--- config.mk ---
export PLATFORM = sky130hd
export DESIGN_NAME = wb_sram_ctrl
export DESIGN_NICKNAME = d
export VERILOG_FILES = /design/src/rtl/wb_sram_ctrl_pkg.sv /design/src/rtl/wb_sram_phase_timer.sv /design/src/rtl/wb_sram_ctrl.sv
export SDC_FILE = /design/constraint.sdc
export NUM_CORES = 1
export LEC_CHECK = 0
export ABC_AREA = 1
export CORE_MARGIN = 4
export CORE_UTILIZATION = 45
export DETAILED_ROUTE_END_ITERATION = 10
export PLACE_DENSITY = 0.87
export SLEW_MARGIN = 10
export SYNTH_ARGS = -nofsm -noshare
export SYNTH_HDL_FRONTEND = slang
export SYNTH_SLANG_ARGS = --single-unit
--- constraint.sdc ---
create_clock -name sys_clk -period 2.27 [get_ports sys_clk]
set_input_delay 0.5675 -clock sys_clk [delete_from_list [all_inputs] [get_ports sys_clk]]
set_output_delay 0.5675 -clock sys_clk [all_outputs]
set_load 0.005 [all_outputs]
--- src/rtl/wb_sram_ctrl_pkg.sv ---
// Shared definitions for the Wishbone-to-async-SRAM controller.
// FSM encodings, phase timer width and parameter defaults.
package wb_sram_ctrl_pkg;

    localparam int unsigned TMR_W           = 4;
    localparam int unsigned DEF_SRAM_AW     = 18;
    localparam int unsigned DEF_WAIT_STATES = 1;

    typedef enum logic [2:0] {
        ST_IDLE     = 3'd0,
        ST_H0_SETUP = 3'd1,
        ST_H0_STRB  = 3'd2,
        ST_H1_SETUP = 3'd3,
        ST_H1_STRB  = 3'd4,
        ST_ACK      = 3'd5
    } state_e;

endpackage

--- src/rtl/wb_sram_phase_timer.sv ---
// Loadable down-counter timing the strobe part of an SRAM/flash phase.
// Loaded during SETUP; done is high while the count sits at zero.
module wb_sram_phase_timer
    import wb_sram_ctrl_pkg::*;
#(
    parameter int unsigned W = TMR_W
) (
    input  logic         clk_i,
    input  logic         rst_ni,
    input  logic         load_i,
    input  logic [W-1:0] load_val_i,
    output logic         done_o
);

    logic [W-1:0] cnt_q;

    // Count down to zero after each load, then hold.
    always_ff @(posedge clk_i or negedge rst_ni) begin
        if (!rst_ni) begin
            cnt_q <= '0;
        end else if (load_i) begin
            cnt_q <= load_val_i;
        end else if (cnt_q != '0) begin
            cnt_q <= cnt_q - 1'b1;
        end
    end

    assign done_o = (cnt_q == '0);

endmodule

--- src/rtl/wb_sram_ctrl.sv ---
// Wishbone slave driving a 16-bit async SRAM in two halfword phases.
// Optional WB_SRAM_SKIP_UNSEL_EN skips halves with no byte selected.
module wb_sram_ctrl
    import wb_sram_ctrl_pkg::*;
#(
    parameter int unsigned SRAM_AW     = DEF_SRAM_AW,
    parameter int unsigned WAIT_STATES = DEF_WAIT_STATES
) (
    input  logic               sys_clk,
    input  logic               resetcpu,
    input  logic               s_cyc,
    input  logic               s_stb,
    input  logic               s_we,
    input  logic [3:0]         s_sel,
    input  logic [31:0]        s_adr,
    input  logic [31:0]        s_dat_i,
    output logic [31:0]        s_dat_o,
    output logic               s_ack,
    output logic [SRAM_AW-1:0] sram_addr,
    output logic [15:0]        sram_dq_o,
    output logic               sram_dq_oe,
    input  logic [15:0]        sram_dq_i,
    output logic               sram_ce_n,
    output logic               sram_oe_n,
    output logic               sram_we_n,
    output logic               sram_ub_n,
    output logic               sram_lb_n
);

    localparam int unsigned HW = SRAM_AW - 1;
    localparam logic [TMR_W-1:0] WS_LD = TMR_W'(WAIT_STATES);

`ifdef WB_SRAM_SKIP_UNSEL_EN
    localparam bit SKIP_EN = 1'b1;
`else
    localparam bit SKIP_EN = 1'b0;
`endif

    // A half runs unless skipping is enabled and both its selects are low.
    function automatic logic half_live(input logic [1:0] pair);
        return !SKIP_EN || (|pair);
    endfunction

    state_e            state_q, state_d;
    logic [HW-1:0]     adr_q, adr_d;
    logic              we_q, we_d;
    logic [3:0]        sel_q, sel_d;
    logic [31:0]       wdat_q, wdat_d;
    logic [31:0]       rdat_q, rdat_d;

    logic              ack_q, ack_d;
    logic [SRAM_AW-1:0] addr_q, addr_d;
    logic [15:0]       dqo_q, dqo_d;
    logic              dqoe_q, dqoe_d;
    logic              ce_n_q, ce_n_d;
    logic              oe_n_q, oe_n_d;
    logic              we_n_q, we_n_d;
    logic              ub_n_q, ub_n_d;
    logic              lb_n_q, lb_n_d;

    logic              tmr_load;
    logic              tmr_done;
    logic              unused_adr;

    assign unused_adr = ^{s_adr[31:SRAM_AW+1], s_adr[1:0]};
    assign tmr_load   = (state_q == ST_H0_SETUP) || (state_q == ST_H1_SETUP);

    wb_sram_phase_timer #(
        .W          (TMR_W)
    ) u_timer (
        .clk_i      (sys_clk),
        .rst_ni     (resetcpu),
        .load_i     (tmr_load),
        .load_val_i (WS_LD),
        .done_o     (tmr_done)
    );

    // Next state, request latch and read-data capture.
    always_comb begin
        state_d = state_q;
        adr_d   = adr_q;
        we_d    = we_q;
        sel_d   = sel_q;
        wdat_d  = wdat_q;
        rdat_d  = rdat_q;
        unique case (state_q)
            ST_IDLE: begin
                if (s_cyc && s_stb) begin
                    adr_d  = s_adr[SRAM_AW:2];
                    we_d   = s_we;
                    sel_d  = s_sel;
                    wdat_d = s_dat_i;
                    if (half_live(s_sel[3:2])) begin
                        state_d = ST_H0_SETUP;
                    end else if (half_live(s_sel[1:0])) begin
                        state_d = ST_H1_SETUP;
                    end else begin
                        state_d = ST_ACK;
                    end
                end
            end
            ST_H0_SETUP: state_d = ST_H0_STRB;
            ST_H0_STRB: begin
                if (tmr_done) begin
                    if (!we_q) begin
                        rdat_d[31:16] = sram_dq_i;
                    end
                    if (!s_cyc) begin
                        state_d = ST_IDLE;
                    end else if (half_live(sel_q[1:0])) begin
                        state_d = ST_H1_SETUP;
                    end else begin
                        state_d = ST_ACK;
                    end
                end
            end
            ST_H1_SETUP: state_d = ST_H1_STRB;
            ST_H1_STRB: begin
                if (tmr_done) begin
                    if (!we_q) begin
                        rdat_d[15:0] = sram_dq_i;
                    end
                    state_d = s_cyc ? ST_ACK : ST_IDLE;
                end
            end
            ST_ACK:  state_d = ST_IDLE;
            default: state_d = ST_IDLE;
        endcase
    end

    // Pin values for the state being entered, so every output is a flop.
    always_comb begin
        ack_d  = 1'b0;
        addr_d = addr_q;
        dqo_d  = dqo_q;
        dqoe_d = 1'b0;
        ce_n_d = 1'b1;
        oe_n_d = 1'b1;
        we_n_d = 1'b1;
        ub_n_d = 1'b1;
        lb_n_d = 1'b1;
        unique case (state_d)
            ST_H0_SETUP, ST_H0_STRB: begin
                ce_n_d = 1'b0;
                addr_d = {adr_d, 1'b0};
                dqo_d  = wdat_d[31:16];
                ub_n_d = ~sel_d[3];
                lb_n_d = ~sel_d[2];
                dqoe_d = we_d;
                if (state_d == ST_H0_STRB) begin
                    oe_n_d = we_d;
                    we_n_d = ~we_d;
                end
            end
            ST_H1_SETUP, ST_H1_STRB: begin
                ce_n_d = 1'b0;
                addr_d = {adr_d, 1'b1};
                dqo_d  = wdat_d[15:0];
                ub_n_d = ~sel_d[1];
                lb_n_d = ~sel_d[0];
                dqoe_d = we_d;
                if (state_d == ST_H1_STRB) begin
                    oe_n_d = we_d;
                    we_n_d = ~we_d;
                end
            end
            ST_ACK: begin
                ack_d  = 1'b1;
                dqoe_d = dqoe_q;
            end
            default: begin
                ack_d = 1'b0;
            end
        endcase
    end

    // FSM state and latched request.
    always_ff @(posedge sys_clk or negedge resetcpu) begin
        if (!resetcpu) begin
            state_q <= ST_IDLE;
            adr_q   <= '0;
            we_q    <= 1'b0;
            sel_q   <= '0;
            wdat_q  <= '0;
            rdat_q  <= '0;
        end else begin
            state_q <= state_d;
            adr_q   <= adr_d;
            we_q    <= we_d;
            sel_q   <= sel_d;
            wdat_q  <= wdat_d;
            rdat_q  <= rdat_d;
        end
    end

    // Registered bus and pad outputs; reset parks the SRAM inactive.
    always_ff @(posedge sys_clk or negedge resetcpu) begin
        if (!resetcpu) begin
            ack_q  <= 1'b0;
            addr_q <= '0;
            dqo_q  <= '0;
            dqoe_q <= 1'b0;
            ce_n_q <= 1'b1;
            oe_n_q <= 1'b1;
            we_n_q <= 1'b1;
            ub_n_q <= 1'b1;
            lb_n_q <= 1'b1;
        end else begin
            ack_q  <= ack_d;
            addr_q <= addr_d;
            dqo_q  <= dqo_d;
            dqoe_q <= dqoe_d;
            ce_n_q <= ce_n_d;
            oe_n_q <= oe_n_d;
            we_n_q <= we_n_d;
            ub_n_q <= ub_n_d;
            lb_n_q <= lb_n_d;
        end
    end

    assign s_ack      = ack_q;
    assign s_dat_o    = rdat_q;
    assign sram_addr  = addr_q;
    assign sram_dq_o  = dqo_q;
    assign sram_dq_oe = dqoe_q;
    assign sram_ce_n  = ce_n_q;
    assign sram_oe_n  = oe_n_q;
    assign sram_we_n  = we_n_q;
    assign sram_ub_n  = ub_n_q;
    assign sram_lb_n  = lb_n_q;

endmodule

==> flow_summary_export.csv, run 1 <==
group,metric,value,unit
synthesis,synth_nets,641,
cells_and_area,diodes,0,
power,power.total,11.63,mW
min_path,min_path_type,"input port to asynchronous set/reset pin",
power,power_density,1486,mW/mm^2
critical_path,critPathRequiredTime,1.70,ns
synthesis,seq_area_frac_synth,61.00,%
global_routing,grt_pass1_vias,4515,
power,power.internal,7.672,mW
critical_path,cpPeakStageDelay,0.52,ns
sta,fmaxAchievable,0.5028,GHz
sta,slew_headroom,51.86,%
critical_path,cp_slowest_cell,"dfstp_2",
placement,portBuffers,146,
synthesis,postSynth.asyncResetShare,100.0,%
clocking,cts_buffer_depth,2,
drt,route.detailed.drc,0,
sta,finClkSkew,0.005914,ns
cells_and_area,synthToLayoutAreaGrowth,42.09,%
floorplanning,core-area,0.01201,mm^2
drt,wire_per_inst,15.40,um
critical_path,crit_arrival,1.42,ns
synthesis,syn_inst,551,
floorplanning,start_util,45.85,%
sta,fin_crit_sh,87.62,%
clocking,h-tree-depth,4,
placement,dp_hpwl,9477,um
cells_and_area,finalNetCount,798,
sta,hold_violations,0,
sta,rsz0062_at_grt,"false",
critical_path,crit_cells,1,
floorplanning,die_w,118.6,um
sta,setup_viol,0,
clocking,cts-resized-gates,0,
synthesis,synth_seq_cells,134,
floorplanning,die_area,0.01407,mm^2
drt,routed_via_density,4.911,
synthesis,syn_area_per_cell,9.996,um^2
drt,drt_iter0_markers,265,
power,ir_worst_vdd,693.2,uV
placement,gp_congestion,0.8610,
critical_path,critPathLaunch,"sram_we_n",
floorplanning,fp-row-count,40,
clocking,cts_hold_buf,0,
critical_path,path_buf_inv,1,
sta,final.setup.tns,0,ns
critical_path,cp-start-kind,"flop",
synthesis,synthDominantCellAreaShare,58.61,%
drt,first_pass_iters,5,
clocking,cts-root-buf,"clkbuf_16",
critical_path,r2r_slack,0.32,ns
power,p_seq_share,33.8,%
critical_path,crit_family,"flip-flops",
critical_path,end_kind,"output pin",
power,p_sw,3.957,mW
drt,num_vias,4263,
outcome,status,"completed",
clocking,cts_sinks,134,
floorplanning,fp.dieH,118.6,um
clocking,clk_latency,0.41,ns
synthesis,synth_edf_count,0,
placement,dp_cells,836,
floorplanning,io_pins,162,
global_routing,track_usage,19.93,%
synthesis,synth_top_flop_cell,"dfrtp_1",
cells_and_area,fin_util,65.16,%
critical_path,critPathMaxFanout,1,
synthesis,yosysUniqueCellTypes,25,
flow_run,cap_violations,0,
clocking,cts_tree,"built",
critical_path,reg2reg_from,"u_timer.cnt_q[0]",
sta,worst_pin_slew,0.7221,ns
clocking,cts_setup_buffers,0,
power,sw_frac_of_total,34.03,%
drt,routed_wirelength,13370,um
critical_path,path_class,"flop to output pin",
global_routing,grt_max_degree,81,
sta,period_minus_slack,1.989,ns
sta,slew_viol_final,0,
cells_and_area,stdcell_count,868,
sta,hold_slack,0.2139,ns
global_routing,grt_pass1_wl,22160,um
critical_path,reg2reg_depth,11,
synthesis,synth.area.top_cells,"dfrtp_1 (59%), nand2_1 (11%), mux2_2 (10%)",
synthesis,netlist_area,0.005508,mm^2
power,p_leak,3.856,nW
synthesis,yosysWarnings,0,
critical_path,reg2reg_to,"sram_dq_o[0]",
clocking,clk_pin_slew,0.06,ns
clocking,numCtsBuffers,17,
critical_path,endpoint,"sram_we_n",
power,pwr-share-comb,41.6,%
cells_and_area,drive_gt1_share,15.40,%
drt,ant_nets,0,
global_routing,overflow,0,
global_routing,antenna_found_initial,0,
critical_path,crit_path_cell_trace,"clkdlybuf4s50_1",
power,p_clk_share,24.6,%
synthesis,yosys.area.top_type,"dfrtp_1",
-- kinds of logic (layout without fill, tap and decap cells) --
group,Yosys count,in the layout,synth area share [%]
AOI/OAI and AO/OA,42,42,3.930
xor gates and xnor gates,2,2,0.3181
adders and majority gates,1,1,0.2271
buffers and inverters,108,278,8.155
DFF,134,134,61.00
muxes,49,49,10.02
and+or+nand+nor,215,215,16.36
-- how the worst min path moves through the flow --
| stage | from | to | slack (ns) |
|---|---|---|---|
| floorplan | resetcpu | adr_q[0] | 0.27 |
| global placement | sram_addr[2] | sram_addr[2] | 0.46 |
| detailed placement | sram_addr[12] | sram_addr[12] | 0.46 |
| CTS | resetcpu | u_timer.cnt_q[1] | 0.22 |
| global route | resetcpu | s_dat_o[4] | 0.25 |
| finish | resetcpu | u_timer.cnt_q[2] | 0.21 |
-- Yosys cell counts, drive strengths merged (2+ instances only) --
cell    count
o21ai      40
nor2       11
inv        86
nand2     160
buf        15
dfrtp     129
dfstp       5
clkbuf      7
mux2       49
xnor2       2
nand3      42
-- placed cells by master (no fill, tap or decap) --
master	Yosys	routed
clkbuf_1	7	2
a21boi_1	1	1
nand2_2	3	3
clkdlybuf4s50_1	0	145
inv_1	84	84
nand4_1	1	1
nor3_1	1	1
o21ai_0	40	40
nor2_2	2	2
buf_12	0	5
nand3_2	2	2
a21oi_2	1	1
nand3_1	40	40
buf_6	3	1
dfrtp_1	129	129
clkinvlp_4	0	2
mux2_2	49	49
clkinv_2	0	2
inv_2	2	2
buf_4	3	9
nand2_4	1	1
xnor2_1	2	2
nor2_1	8	8
clkbuf_16	0	17
clkbuf_8	0	6
nand2_1	156	156
nor2_4	1	1
dfstp_2	5	5
bufinv_16	0	3
ha_1	1	1
-- layout make-up --
class / count / area [um^2]
clock inverter: 7 / 115.1
clock buffer: 25 / 515.5
sequential: 134 / 3359
fill: 920 / 4185
multi-input combinational: 309 / 1699
tap: 147 / 183.9
inverter: 86 / 322.8
timing repair buffer: 160 / 1630
-- metrics by stage --
| step | instance area (um^2) | setup WS [ns] |
|---|---|---|
| finish | 7826 | 0.2810 |
| global route | 7826 | 0.1351 |
| CTS | 7826 | 0.2576 |
| detailed placement | 7196 | -0.01354 |
| global placement | 7196 | 0.05038 |
| floorplan | 5508 | 0.5153 |
-- routing by layer --
metal,up-vias,global-route usage (%),routed length [um]
li1,2028,-,-
met1,2081,23.60,5210
met2,136,34.32,7105
met3,18,5.885,786
met4,0,7.386,263
met5,-,0,0
-- flip-flops by register name (all words and copies together), names as in the netlist, 3 cells and up --
signal         cells
s_dat_o           32
sram_addr         18
wdat_q            32
adr_q             17
state_q            3
sram_dq_o         16
u_timer.cnt_q      4
sel_q              4
-- power groups by stage --
stage | Sequential [mW] | Clock [mW] | Combinational [mW]
after floorplan | 3.93 | 0 | 2.80
after global placement | 3.90 | 0 | 4.65
after detailed placement | 3.97 | 0 | 4.85
after CTS | 3.94 | 2.91 | 4.92
after global routing | 4.05 | 3.04 | 5.41
final | 3.93 | 2.86 | 4.84
Power figures use the tool's default switching activity.
==> inputs of run 2 (changes only) <==
CORE_MARGIN = 5   (was 4)
CORE_UTILIZATION = 47   (was 45)
PLACE_DENSITY = 0.9   (was 0.87)
==> run 2 against run 1 <==
  * Clock-buffer cell count rose by 2
  * First-iteration DRC count rose by 16%
  * Register-to-register slack barely moved
  * Sequential share of layout area is 0.51 points higher
  * Fmax shrank 0.66%
  * Clock skew is 0.0088 ns higher
  * Core utilization increased by 2.3 points
  * Global-route usage increased by 0.67 points
  * Via count is 2.3% higher
  * Critical endpoint is now sram_oe_n
==> flow_summary_export.csv, run 2 (synthesis gave the netlist of run 1 again) <==
group,metric,value,unit
cells_and_area,layout_commonest_cell,"nand2_1",
clocking,cts-resized-gates,0,
placement,gp_congestion,0.8419,
critical_path,reg2reg_depth,11,
flow_run,cap_violations,0,
sta,setup_viol,0,
cells_and_area,fillCellCount,851,
sta,fmaxAchievable,0.4995,GHz
clocking,cts_setup_buffers,0,
critical_path,cpPeakStageDelay,0.53,ns
cells_and_area,drive_gt1_share,14.92,%
critical_path,critPathMaxFanout,1,
cells_and_area,stdcell_count,867,
global_routing,track_usage,20.60,%
clocking,cts_hold_buf,0,
floorplanning,core-area,0.01147,mm^2
sta,finClkSkew,0.01470,ns
global_routing,overflow,0,
critical_path,path_buf_inv,1,
critical_path,crit_cells,1,
cells_and_area,multi_input_area,0.001699,mm^2
clocking,cts_buffer_depth,2,
placement,portBuffers,146,
critical_path,critPathRequiredTime,1.70,ns
floorplanning,io_pins,162,
critical_path,path_class,"flop to output pin",
cells_and_area,fin_util,67.44,%
floorplanning,fp-row-count,39,
critical_path,crit_path_cell_trace,"clkdlybuf4s50_1",
clocking,h-tree-depth,4,
power,power_density,1463,mW/mm^2
critical_path,cp-start-kind,"flop",
clocking,cts-root-buf,"clkbuf_16",
drt,ant_nets,0,
critical_path,end_kind,"output pin",
placement,place_ws,0.02650,ns
placement,post_dp_cell_area,0.007201,mm^2
clocking,numCtsBuffers,17,
sta,fin_crit_sh,88.20,%
drt,routed_via_density,5.032,
drt,routed_wirelength,13930,um
global_routing,grt_pass1_vias,4664,
sta,period_minus_slack,2.002,ns
placement,dp_hpwl,9933,um
critical_path,crit_arrival,1.43,ns
placement,dp_cells,835,
floorplanning,fp.dieH,118.3,um
global_routing,grt_max_degree,51,
power,ir_worst_vdd,884.2,uV
cells_and_area,seqCellArea,0.003359,mm^2
critical_path,reg2reg_from,"u_timer.cnt_q[0]",
drt,num_vias,4363,
global_routing,antenna_found_initial,0,
cells_and_area,stdcell_area,0.007734,mm^2
sta,final.setup.tns,0,ns
critical_path,r2r_slack,0.31,ns
critical_path,crit_family,"flip-flops",
drt,wire_per_inst,16.07,um
sta,worst_pin_slew,0.4340,ns
critical_path,endpoint,"sram_oe_n",
floorplanning,die_w,118.3,um
clocking,clk_latency,0.41,ns
clocking,clk_pin_slew,0.05,ns
drt,first_pass_iters,5,
critical_path,critPathLaunch,"sram_oe_n",
sta,fin_ws,0.2678,ns
global_routing,grt_pass1_wl,23090,um
cells_and_area,layout_common_cells,"nand2_1 (156), clkdlybuf4s50_1 (145), dfrtp_1 (129)",
drt,route.detailed.drc,0,
critical_path,reg2reg_to,"sram_addr[6]",
cells_and_area,finalNetCount,801,
sta,hold_violations,0,
cells_and_area,diodes,0,
clocking,cts_tree,"built",
sta,rsz0062_at_grt,"false",
power,p_leak,3.823,nW
sta,slew_headroom,70.76,%
floorplanning,die_area,0.01398,mm^2
outcome,status,"completed",
drt,drt_iter0_markers,308,
min_path,min_path_type,"input port to asynchronous set/reset pin",
critical_path,cp_slowest_cell,"dfstp_2",
clocking,cts_sinks,134,
cells_and_area,synthToLayoutAreaGrowth,40.41,%
floorplanning,start_util,48.03,%
sta,slew_viol_final,0,
## run 2: cell count changes in the layout (fill, tap and decap cells not counted), sizes merged
cell / previous run / this run
clkinv: 2 / 4
clkinvlp: 2 / 0
clkbuf: 25 / 27
buf: 15 / 18
bufinv: 3 / 1
## run 2: cell type report
cell class	instances	share of cell area, %
Timing Repair Buffer	163	21.21
Inverter	86	4.174
Multi-Input combinational cell	309	21.97
Tap cell	143	2.314
Clock buffer	27	6.245
Clock inverter	5	0.6471
Sequential cell	134	43.44
## run 2: stage by stage
step                      total power [mW]  hold WS [ns]
after floorplan                      6.724        0.2719
after detailed placement             8.834        0.4588
after global placement               8.516        0.4559
final                                11.32       0.06518
after global routing                 12.18       0.08878
after CTS                            11.42       0.07092
## run 2: how the worst min path moves through the flow
| stage | startpoint | to | slack (ns) | cells past startpoint |
|---|---|---|---|---|
| 5_1_grt | resetcpu | s_dat_o[8] | 0.09 | 1 |
| 4_1_cts | resetcpu | s_dat_o[22] | 0.07 | 1 |
| 3_5_place_dp | sram_addr[16] | sram_addr[16] | 0.46 | 2 |
| 2_1_floorplan | resetcpu | adr_q[0] | 0.27 | 0 |
| 3_3_place_gp | sram_addr[8] | sram_addr[8] | 0.46 | 2 |
| 6_report | resetcpu | s_dat_o[8] | 0.07 | 1 |
## run 2: routing by layer
layer	up-vias	track usage, %	share of wire [%]
met5	-	0	0
met4	0	9.534	3.1
met3	35	6.351	5.8
met2	166	34.60	51
met1	2125	24.20	40
li1	2037	-	-
## run 2: where the power goes
part	switching (mW)	internal, mW
logic	2.63	2.26
clock network	0.924	1.56
registers	0.457	3.49
total	4.01	7.31
==> inputs of run 3 (changes only) <==
CORE_UTILIZATION = 43   (was 47)
PLACE_DENSITY = 0.87   (was 0.9)
clock period = 1.7 ns   (was 2.27 ns; I/O delays follow)
==> run 3 against run 2 <==
  * The flow now finishes with violations (negative setup slack)
  * Power up 52%
  * Sequential share of layout area down 3.3 points
  * Routed wire length up 2.1%
  * Non-clock buffer count up 35
  * Clock power up 78%
  * Core utilization down 0.84 points
==> flow_summary_export.csv, run 3 (synthesis gave the netlist of run 1 again) <==
group,metric,value,unit
floorplanning,die_area,0.01517,mm^2
clocking,clk_latency,0.42,ns
critical_path,path_class,"flop to flop",
power,ir_worst_vdd,957.4,uV
critical_path,critPathMaxFanout,15,
sta,fin_ws,-0.0004949,ns
sta,fin_crit_sh,100.0,%
floorplanning,core-area,0.01257,mm^2
drt,route.detailed.drc,0,
floorplanning,io_pins,162,
placement,dp_hpwl,9508,um
placement,portBuffers,146,
sta,slew_headroom,63.16,%
clocking,h-tree-depth,4,
global_routing,grt_pass1_wl,22430,um
floorplanning,fp.dieH,123.2,um
power,power_density,2049,mW/mm^2
clocking,cts_sinks,134,
cells_and_area,seqCellArea,0.003359,mm^2
cells_and_area,synthToLayoutAreaGrowth,51.98,%
critical_path,cp-start-kind,"flop",
sta,slew_viol_final,0,
placement,gp_congestion,0.8169,
floorplanning,start_util,43.82,%
placement,place_ws,-0.4192,ns
cells_and_area,multi_input_area,0.001784,mm^2
global_routing,grt_pass1_vias,4607,
drt,routed_wirelength,14230,um
cells_and_area,drive_gt1_share,21.24,%
clocking,cts_tree,"built",
critical_path,critPathRequiredTime,2.00,ns
clocking,clk_pin_slew,0.06,ns
placement,post_dp_cell_area,0.007477,mm^2
sta,finClkSkew,0.005420,ns
sta,setup_viol,1,
drt,ant_nets,0,
drt,drt_iter0_markers,286,
outcome,violations,"negative setup slack",
critical_path,end_kind,"flop",
sta,worst_pin_slew,0.5468,ns
drt,routed_via_density,4.727,
cells_and_area,stdcell_area,0.008371,mm^2
floorplanning,die_w,123.2,um
cells_and_area,fillCellCount,990,
cells_and_area,layout_commonest_cell,"nand2_1",
global_routing,grt_max_degree,46,
global_routing,track_usage,19.30,%
drt,num_vias,4396,
outcome,status,"finished with violations",
min_path,min_path_type,"flop to flop",
sta,rsz0062_at_grt,"true",
clocking,cts_buffer_depth,2,
floorplanning,fp-row-count,41,
sta,fmaxAchievable,0.5881,GHz
flow_run,cap_violations,0,
cells_and_area,layout_common_cells,"nand2_1 (150), dfrtp_1 (129), inv_1 (82)",
sta,hold_violations,0,
cells_and_area,diodes,0,
global_routing,overflow,0,
global_routing,antenna_found_initial,0,
clocking,cts-root-buf,"clkbuf_16",
drt,first_pass_iters,4,
cells_and_area,finalNetCount,836,
clocking,numCtsBuffers,17,
cells_and_area,fin_util,66.60,%
sta,hold_slack,0.4681,ns
sta,period_minus_slack,1.700,ns
drt,wire_per_inst,15.30,um
critical_path,crit_arrival,2.00,ns
power,p_leak,4.423,nW
[run 3: final timing paths]
check                            startpoint             to  slack (ns)  cells past startpoint
setup / recovery           u_timer.cnt_q[1]  sram_addr[13]     -0.0005                     13
hold / removal                 sram_addr[1]   sram_addr[1]        0.47                      2
setup reg to reg           u_timer.cnt_q[1]  sram_addr[13]     -0.0005                     13
hold reg to reg                sram_addr[1]   sram_addr[1]        0.47                      2
max in group asynchronous          resetcpu      sram_ce_n        0.65                      3
min in group asynchronous          resetcpu     state_q[0]        0.48                      2
[run 3: area by class of cell]
type	count	area share, %
Multi-Input combinational cell	309	21.32
Timing Repair Buffer	198	23.47
Clock buffer	18	5.247
Inverter	86	3.976
Clock inverter	13	3.288
Tap cell	172	2.571
Sequential cell	134	40.13
[run 3: power by group]
part / internal [mW] / switching, mW
Combinational: 3.60 / 3.92
Sequential: 4.66 / 0.546
Clock: 3.08 / 1.35
[run 3: layer usage]
metal	up-vias	global-route usage (%)	share of wire [%]
met5	-	0	0
met4	0	6.298	1.7
met3	27	7.182	6.3
met2	138	32.28	51
met1	2123	23.10	41
li1	2108	-	-
[run 3: metrics by stage]
stage	instances	power, mW	TNS [ns]
after floorplan	551	9.023	-0.2959
after global placement	885	11.95	-22.89
after detailed placement	885	12.23	-23.52
after CTS	925	16.49	-0.08421
after global routing	930	18.40	-3.384
final	930	17.15	-0.0004949
[run 3: repair_timing]
item / CTS / global route
resized for setup: 71 / 38
endpoints found under the hold margin: 27 / 0
pin swaps: 1 / 8
cloned: 0 / 3
endpoints found under the setup margin: 104 / 75
hold buffers: 1 / 0
setup buffers: 8 / 2
[run 3: critical path, stage by stage, from the launching register on]
cell     delay [ns]
dfrtp_1        0.39
inv_2          0.08
ha_4           0.18
nand2_4        0.06
nand2_4        0.08
buf_4          0.11
nand3_1        0.08
nand2_2        0.11
nand2_4        0.08
nand2_8        0.10
inv_8          0.05
buf_12         0.14
nand2_1        0.07
nand2_1        0.06
